`src/rtl/mag_pkg.sv`:
```
// Shared definitions for the magnitude window statistics block.
package mag_pkg;

    localparam int MAG_W = 8;

    // Encoded so the alarm output is simply bit 1 of the state register.
    typedef enum logic [1:0] {
        QUIET   = 2'b00,
        RISING  = 2'b01,
        ALARM   = 2'b11,
        FALLING = 2'b10
    } alarm_state_t;

    function automatic logic is_alarm(input alarm_state_t s);
        return (s == ALARM) || (s == FALLING);
    endfunction

endpackage

```
`src/rtl/mag_alarm_fsm.sv`:
```
// Hysteresis alarm FSM: two consecutive hi samples assert, two consecutive lo samples release.
module mag_alarm_fsm
    import mag_pkg::*;
(
    input  logic clk,
    input  logic rst_n,
    input  logic accept,
    input  logic hi,
    input  logic lo,
    input  logic clear,
    output logic alarm
);

    alarm_state_t state;
    alarm_state_t state_next;

    always_ff @(posedge clk) begin
        if (!rst_n) begin
            state <= QUIET;
        end else begin
            state <= state_next;
        end
    end

    always_comb begin
        state_next = state;
        if (clear) begin
            state_next = QUIET;
        end else if (accept) begin
            case (state)
                QUIET:   state_next = hi ? RISING  : QUIET;
                RISING:  state_next = hi ? ALARM   : QUIET;
                ALARM:   state_next = lo ? FALLING : ALARM;
                FALLING: state_next = lo ? QUIET   : ALARM;
                default: state_next = QUIET;
            endcase
        end
    end

    always_comb begin
        alarm = is_alarm(state);
    end

endmodule

```
`src/rtl/mag_window_stats.sv`:
```
// Non-overlapping 2**WIN_LOG2-sample window mean/peak of a magnitude stream, plus hysteresis alarm.
module mag_window_stats
    import mag_pkg::*;
#(
    parameter int WIN_LOG2 = 3
) (
    input  logic             clk,
    input  logic             rst_n,
    input  logic             ena,
    input  logic             mag_valid,
    input  logic [MAG_W-1:0] mag_in,
    input  logic [MAG_W-1:0] thr_hi,
    input  logic [MAG_W-1:0] thr_lo,
    input  logic             clear,
    output logic [MAG_W-1:0] avg_out,
    output logic [MAG_W-1:0] peak_out,
    output logic             stats_valid,
    output logic             alarm,
    output logic [3:0]       win_cnt
);

    localparam int SUM_W = MAG_W + WIN_LOG2;

    logic [SUM_W-1:0]    sum;
    logic [SUM_W-1:0]    sum_next;
    logic [MAG_W-1:0]    peak;
    logic [MAG_W-1:0]    peak_next;
    logic [WIN_LOG2-1:0] cnt;
    logic                accept;
    logic                clear_en;
    logic                last;
    logic                stats_q;
    logic                hi;
    logic                lo;

    always_comb begin
        clear_en  = ena && clear;
        accept    = ena && mag_valid && !clear;
        last      = &cnt;
        sum_next  = sum + SUM_W'(mag_in);
        peak_next = (mag_in >= peak) ? mag_in : peak;
        hi        = mag_in >= thr_hi;
        lo        = mag_in <= thr_lo;
    end

    // Completing sample is folded into the published stats on the same edge,
    // and the accumulators restart so the next cycle can open a new window.
    always_ff @(posedge clk) begin
        if (!rst_n) begin
            sum      <= '0;
            peak     <= '0;
            cnt      <= '0;
            avg_out  <= '0;
            peak_out <= '0;
            stats_q  <= 1'b0;
        end else begin
            stats_q <= 1'b0;
            if (clear_en) begin
                sum  <= '0;
                peak <= '0;
                cnt  <= '0;
            end else if (accept) begin
                if (last) begin
                    avg_out  <= sum_next[SUM_W-1 -: MAG_W];
                    peak_out <= peak_next;
                    stats_q  <= 1'b1;
                    sum      <= '0;
                    peak     <= '0;
                    cnt      <= '0;
                end else begin
                    sum  <= sum_next;
                    peak <= peak_next;
                    cnt  <= cnt + WIN_LOG2'(1);
                end
            end
        end
    end

    always_comb begin
        stats_valid = stats_q && ena;
        win_cnt     = 4'(cnt);
    end

    mag_alarm_fsm u_alarm_fsm (
        .clk    (clk),
        .rst_n  (rst_n),
        .accept (accept),
        .hi     (hi),
        .lo     (lo),
        .clear  (clear_en),
        .alarm  (alarm)
    );

endmodule
```
`config.mk`:
```
export PLATFORM = sky130hd
export DESIGN_NAME = mag_window_stats
export DESIGN_NICKNAME = d
export VERILOG_FILES = /design/src/rtl/mag_pkg.sv /design/src/rtl/mag_alarm_fsm.sv /design/src/rtl/mag_window_stats.sv
export SDC_FILE = /design/constraint.sdc
export NUM_CORES = 1
export LEC_CHECK = 0
export CORE_AREA = 3 3 101 103
export DETAILED_ROUTE_END_ITERATION = 10
export DIE_AREA = 0 0 104 106
export PLACE_DENSITY_LB_ADDON = 0.12
export SLEW_MARGIN = 5
export SYNTH_ARGS = -nofsm -noshare
export SYNTH_HDL_FRONTEND = slang
export SYNTH_SLANG_ARGS = --single-unit
```
`constraint.sdc`:
```
create_clock -name clk -period 5 [get_ports clk]
set_input_delay 1 -clock clk [delete_from_list [all_inputs] [get_ports clk]]
set_output_delay 1 -clock clk [all_outputs]
set_load 0.01 [all_outputs]
```
Yosys cells after proc, flatten, opt, wreduce, memory -nomap -nowiden
Cells that the tools add are included.
{ "classes": {"n_addsub": 2, "mul": 0, "div": 0, "magnitude_cmp": 3, "eq_ne": 3, "n_shift": 0, "n_mux": 10, "bitwise_logic": 3, "reduce_logical": 11} }
{ "op_table": {"columns": ["op", "n"], "rows": [
  [">= comparator 8 bit", 2],
  ["two-way mux 8 bit", 2],
  ["adder 11 x 8 -> 11 bit", 1],
  ["two-way mux 11 bit", 1],
  ["<= comparator 8 bit", 1],
  ["one-hot mux 2 bit (4 select lines)", 1],
  ["AND reduction 5 bit", 1],
  ["equality test 2 bit (second input constant)", 2],
  ["logical AND 1 bit", 4],
  ["two-way mux 2 bit", 2],
  ["adder 3 x 1 -> 3 bit (second input constant)", 1],
  ["two-way mux 1 bit", 3],
  ["two-way mux 3 bit", 1],
  ["inverter 1 bit", 3],
  ["AND reduction 3 bit", 1],
  ["OR reduction 3 bit", 1],
  ["equality test 2 x 1 -> 1 bit (second input constant)", 1],
  ["logical NOT 2 bit", 1],
  ["OR reduction 2 bit", 1],
  ["logical NOT 1 bit", 1],
  ["logical OR 1 bit", 1]
]} }
{ "word_totals": {"reg_bits": 41, "latchBits": 0, "mem_bits_rw": 0, "romBits": 0, "inputBits": 29, "mem_count": 0} }

Longest topological paths before layout
{ "logic_depth": {"depth_word": 4, "depth_mapped": 8} }

By module
A second synthesis with hierarchy kept.
{ "hier_totals": {"cells_unflattened": 349, "area_unflattened_um2": 2821.5} }
{ "modules_own_cells": {"columns": ["mod", "n_inst", "cells_per_inst", "area_per_inst_um2", "seq_area_each_um2"], "rows": [
  ["mag_window_stats", 1, 336, 2705.1, 780.7],
  ["mag_alarm_fsm", 1, 13, 116.4, 40.0]
]} }

Worst setup path after synthesis
OpenSTA, ideal clock, no wires.
{ "synth_timing": {"path_type": "input port to flip-flop", "from": "in mag_in[0]", "to": "reg avg_out[7]", "arrival_time_ns": 2.608, "required_ns": 4.909, "path_slack_ns": 2.301, "cell_stages": 7, "path_buffers": 0, "cell_sequence": "ha_1 > fa_1 > a211oi_1 > o21bai_2 > a41oi_4 > o21ai_0 > a311oi_1"} }
{ "synth_between": {"elab_chain_len": 1} }
{ "synth_lines": {"columns": ["element", "line", "rtl"], "rows": [
  ["start, declared", "mag_window_stats.sv:11", "input logic [MAG_W-1:0] mag_in,"],
  ["adder 11 x 8 -> 11 bit", "mag_window_stats.sv:40", "sum_next = sum + SUM_W'(mag_in);"],
  ["end signal, assigned", "mag_window_stats.sv:64", "avg_out <= sum_next[SUM_W-1 -: MAG_W];"],
  ["end, declared", "mag_window_stats.sv:15", "output logic [MAG_W-1:0] avg_out,"]
]} }
Every way passes these cells.
A chain may end at the register's enable or synchronous reset.

Final worst setup path
{ "layout_timing": {"from": "in mag_in[6]", "to": "reg peak_out[0]"} }
{ "layout_between": {"elab_chain_len": 2} }
{ "layout_lines": {"columns": ["element", "line", "rtl"], "rows": [
  [">= comparator 8 bit", "mag_window_stats.sv:41", "peak_next = (mag_in >= peak) ? mag_in : peak;"],
  ["two-way mux 8 bit", "mag_window_stats.sv:41", null],
  ["end signal, assigned", "mag_window_stats.sv:65", "peak_out <= peak_next;"],
  ["end, declared", "mag_window_stats.sv:16", "output logic [MAG_W-1:0] peak_out,"]
]} }
Every way passes these cells.

==> metrics.yaml <==
outcome: "completed"
portBuffers: 49
max-vdd-ir-drop_mv: 0.104
final-setup-viol-count: 0
layout_commonest_cell: "clkdlybuf4s50_1"
grt-ovfl-total: 0
slew_headroom_pct: 55.9
path_delay_family: "compound AO/OA/AOI/OAI gates"
p_per_area_nw_per_um2: 214
root_buffer: "clkbuf_8"
p_total_uw: 752
slowest_stage: "clkdlybuf4s50_1"
nFillCells: 970
maxSlewViolCount: 0
syn_inst: 329
diodes: 0
core_um2: 9280
grt_max_degree: 22
worstPathArrival_ns: 3.49
async_flop_share_pct: 0
totalWireLength_um: 7660
hp-class: "register to register"
ff2ff_setup_slack_ns: 2.62
viasPerCell: 5.13
synth_edf_count: 0
min_to: "avg_out[0]"
first_pass_iters: 4
netlist_area_um2: 2770
crit_buf_inv: 1
hold_slack_ns: 0.466
critPathCaptureType: "register"
ys_seq_area_share_pct: 29.6
worst_hold_path.num_cells: 2
initial_core_util_pct: 29.9
fin_crit_ns: 3.28
fmax_mhz: 305
areaGrowthSynthToFinish_pct: 26.6
period_share_pct: 65.5
clkLatencyLatePin_ns: 0.29
cts.sinks: 41
path_max_fanout: 17
finalSetupTns_ns: 0
crit_chain: "clkdlybuf4s50_1, ha_1, a21o_1, a21oi_2, nand2_2, or2_1, a311oi_2"
clock_path_buffers: 2
yosys.area.top_type: "dfxtp_1"
grt_pass1_wl_um: 12800
hold_viol: 0
num_io_pins: 51
setup_ws_ns: 1.72
gp_congestion: 0.805
cts.clk_slew.worst_paths_ns: 0.08
via_count: 2588
rsz0062_at_grt: "false"
ys_ff_latch: 41
antenna_found_initial: 0
hp-start: "avg_out[0]"
required_ns: 5.21
synth_top_cells_by_area: "dfxtp_1 30%, ha_1 15%, o211ai_1 4.9%, a21oi_1 4.0%, nand2_1 3.5%"
worst_path_largest_cell_delay_ns: 0.65
drive_gt1_share_pct: 6.40
max_cap_viol_count: 0
grt_pass1_vias: 2570
dieArea_um2: 11000
fin_skew_ns: 0.00776
holdBufCountCts: 0
yosysWarningCount: 0
r2r_end: "peak_out[0]"
post_cts_buffers: 0
syn-num-nets: 393
r2r_cells: 7
regToRegStartpoint: "peak[6]"
die_w_um: 104
tightest_slew_ns: 0.660
route.detailed.drc: 0
synth_flop_cell: "dfxtp_1"
startpoint_type: "input pin"
synthDistinctLibCells: 57
cts_made_buffers: 5
hpwl_um: 5720
rows: 35
nets: 438
syn_area_per_cell_um2: 8.42
place_ws_ns: 1.44
cts_tree: "done"
grt_util_all_layers_pct: 14.1
ant_nets: 0
critPathKind: "input pin to register"
h-tree-depth: 2
wl_per_cell_um: 15.2
p_leak_uw: 0.00134
drt_iter0_markers: 107
mostFrequentLayoutCells: "49 x clkdlybuf4s50_1, 41 x dfxtp_1, 34 x ha_1"
die_height_um: 106
cts.repair.resized: 0
synth_top_area_share_pct: 29.6
==> per-stage QoR <==
stage	util, %	area (um^2)	cells
after floorplan	-	2770	329
after global placement	36.5	3390	496
after detailed placement	36.5	3390	496
after CTS	37.8	3510	504
after global routing	37.8	3510	504
final	37.8	3510	504
==> metal layers <==
metal  vias up  track usage [%]  part of all wire [%]
met1      1213             19.3                    51
met3         4             2.73                   3.6
met5         -                0                     0
met4         0             3.51                  0.47
met2        59             22.7                    45
li1       1312                -                     -
==> worst max-delay path by stage <==
stage                    from          end  slack [ns]  depth (start not counted)
detailed placement  mag_in[6]  peak_out[0]        1.44                          7
floorplan           mag_in[0]   avg_out[7]        2.30                          7
global placement    mag_in[0]  peak_out[0]        1.50                          9
global route        mag_in[6]  peak_out[5]        1.55                          7
finish              mag_in[6]  peak_out[0]        1.72                          7
CTS                 mag_in[6]  peak_out[0]        1.75                          7
==> cell type report <==
class / count / area, um^2 / share of cell area (%)
multi-input cells: 246 / 1780 / 50.9
flip-flops and latches: 41 / 821 / 23.4
repair buffers: 54 / 528 / 15.0
well taps: 129 / 161 / 4.60
inverters: 26 / 97.6 / 2.78
clock buffers: 7 / 86.3 / 2.46
clock inverters: 1 / 30.0 / 0.856
==> worst register-to-register path, stage by stage (launching register included) <==
cell and delay, ns:
dfxtp_1 0.41, inv_1 0.06, ha_1 0.29, a21o_1 0.19
a21oi_2 0.39, nand2_2 0.29, or2_1 0.41, a311oi_2 0.26
==> sequential cells by signal, indices dropped and copies added, names as in the netlist <==
| register | flops |
|---|---|
| sum | 11 |
| avg_out | 8 |
| peak | 8 |
| peak_out | 8 |
| cnt | 3 |
| u_alarm_fsm.state | 2 |
| stats_q | 1 |
==> Yosys cell counts, drive strengths merged, types with 3 or more instances <==
| cell | number |
|---|---|
| nor4 | 9 |
| a21oi | 23 |
| nand2 | 27 |
| a211oi | 9 |
| xnor2 | 7 |
| nor3b | 3 |
| o31ai | 4 |
| a21o | 6 |
| a22oi | 3 |
| clkbuf | 11 |
| nor3 | 3 |
| o21a | 3 |
| ha | 34 |
| dfxtp | 41 |
| nand3 | 6 |
| o211ai | 18 |
| inv | 25 |
| and3 | 4 |
| nand4b | 8 |
| nor2 | 26 |
| nand4 | 4 |
| buf | 5 |
| nand2b | 5 |
| o21ai | 13 |
==> kinds of logic after synthesis <==
group / after synthesis / share of synthesized area, %
XOR/XNOR: 7 / 2.21
buffers and inverters: 42 / 6.00
AND/OR/NAND/NOR: 108 / 21.1
flip-flops: 41 / 29.6
other: 1 / 0.135
adder cells (fa/ha/maj): 35 / 16.1
AO/OA/AOI/OAI: 95 / 24.8
==> power breakdown <==
group	internal, uW	switching (uW)	total [uW]
combinational	58.3	75.6	134
clock	163	119	282
sequential	331	5.00	336
(Power assumes the default switching activity.)
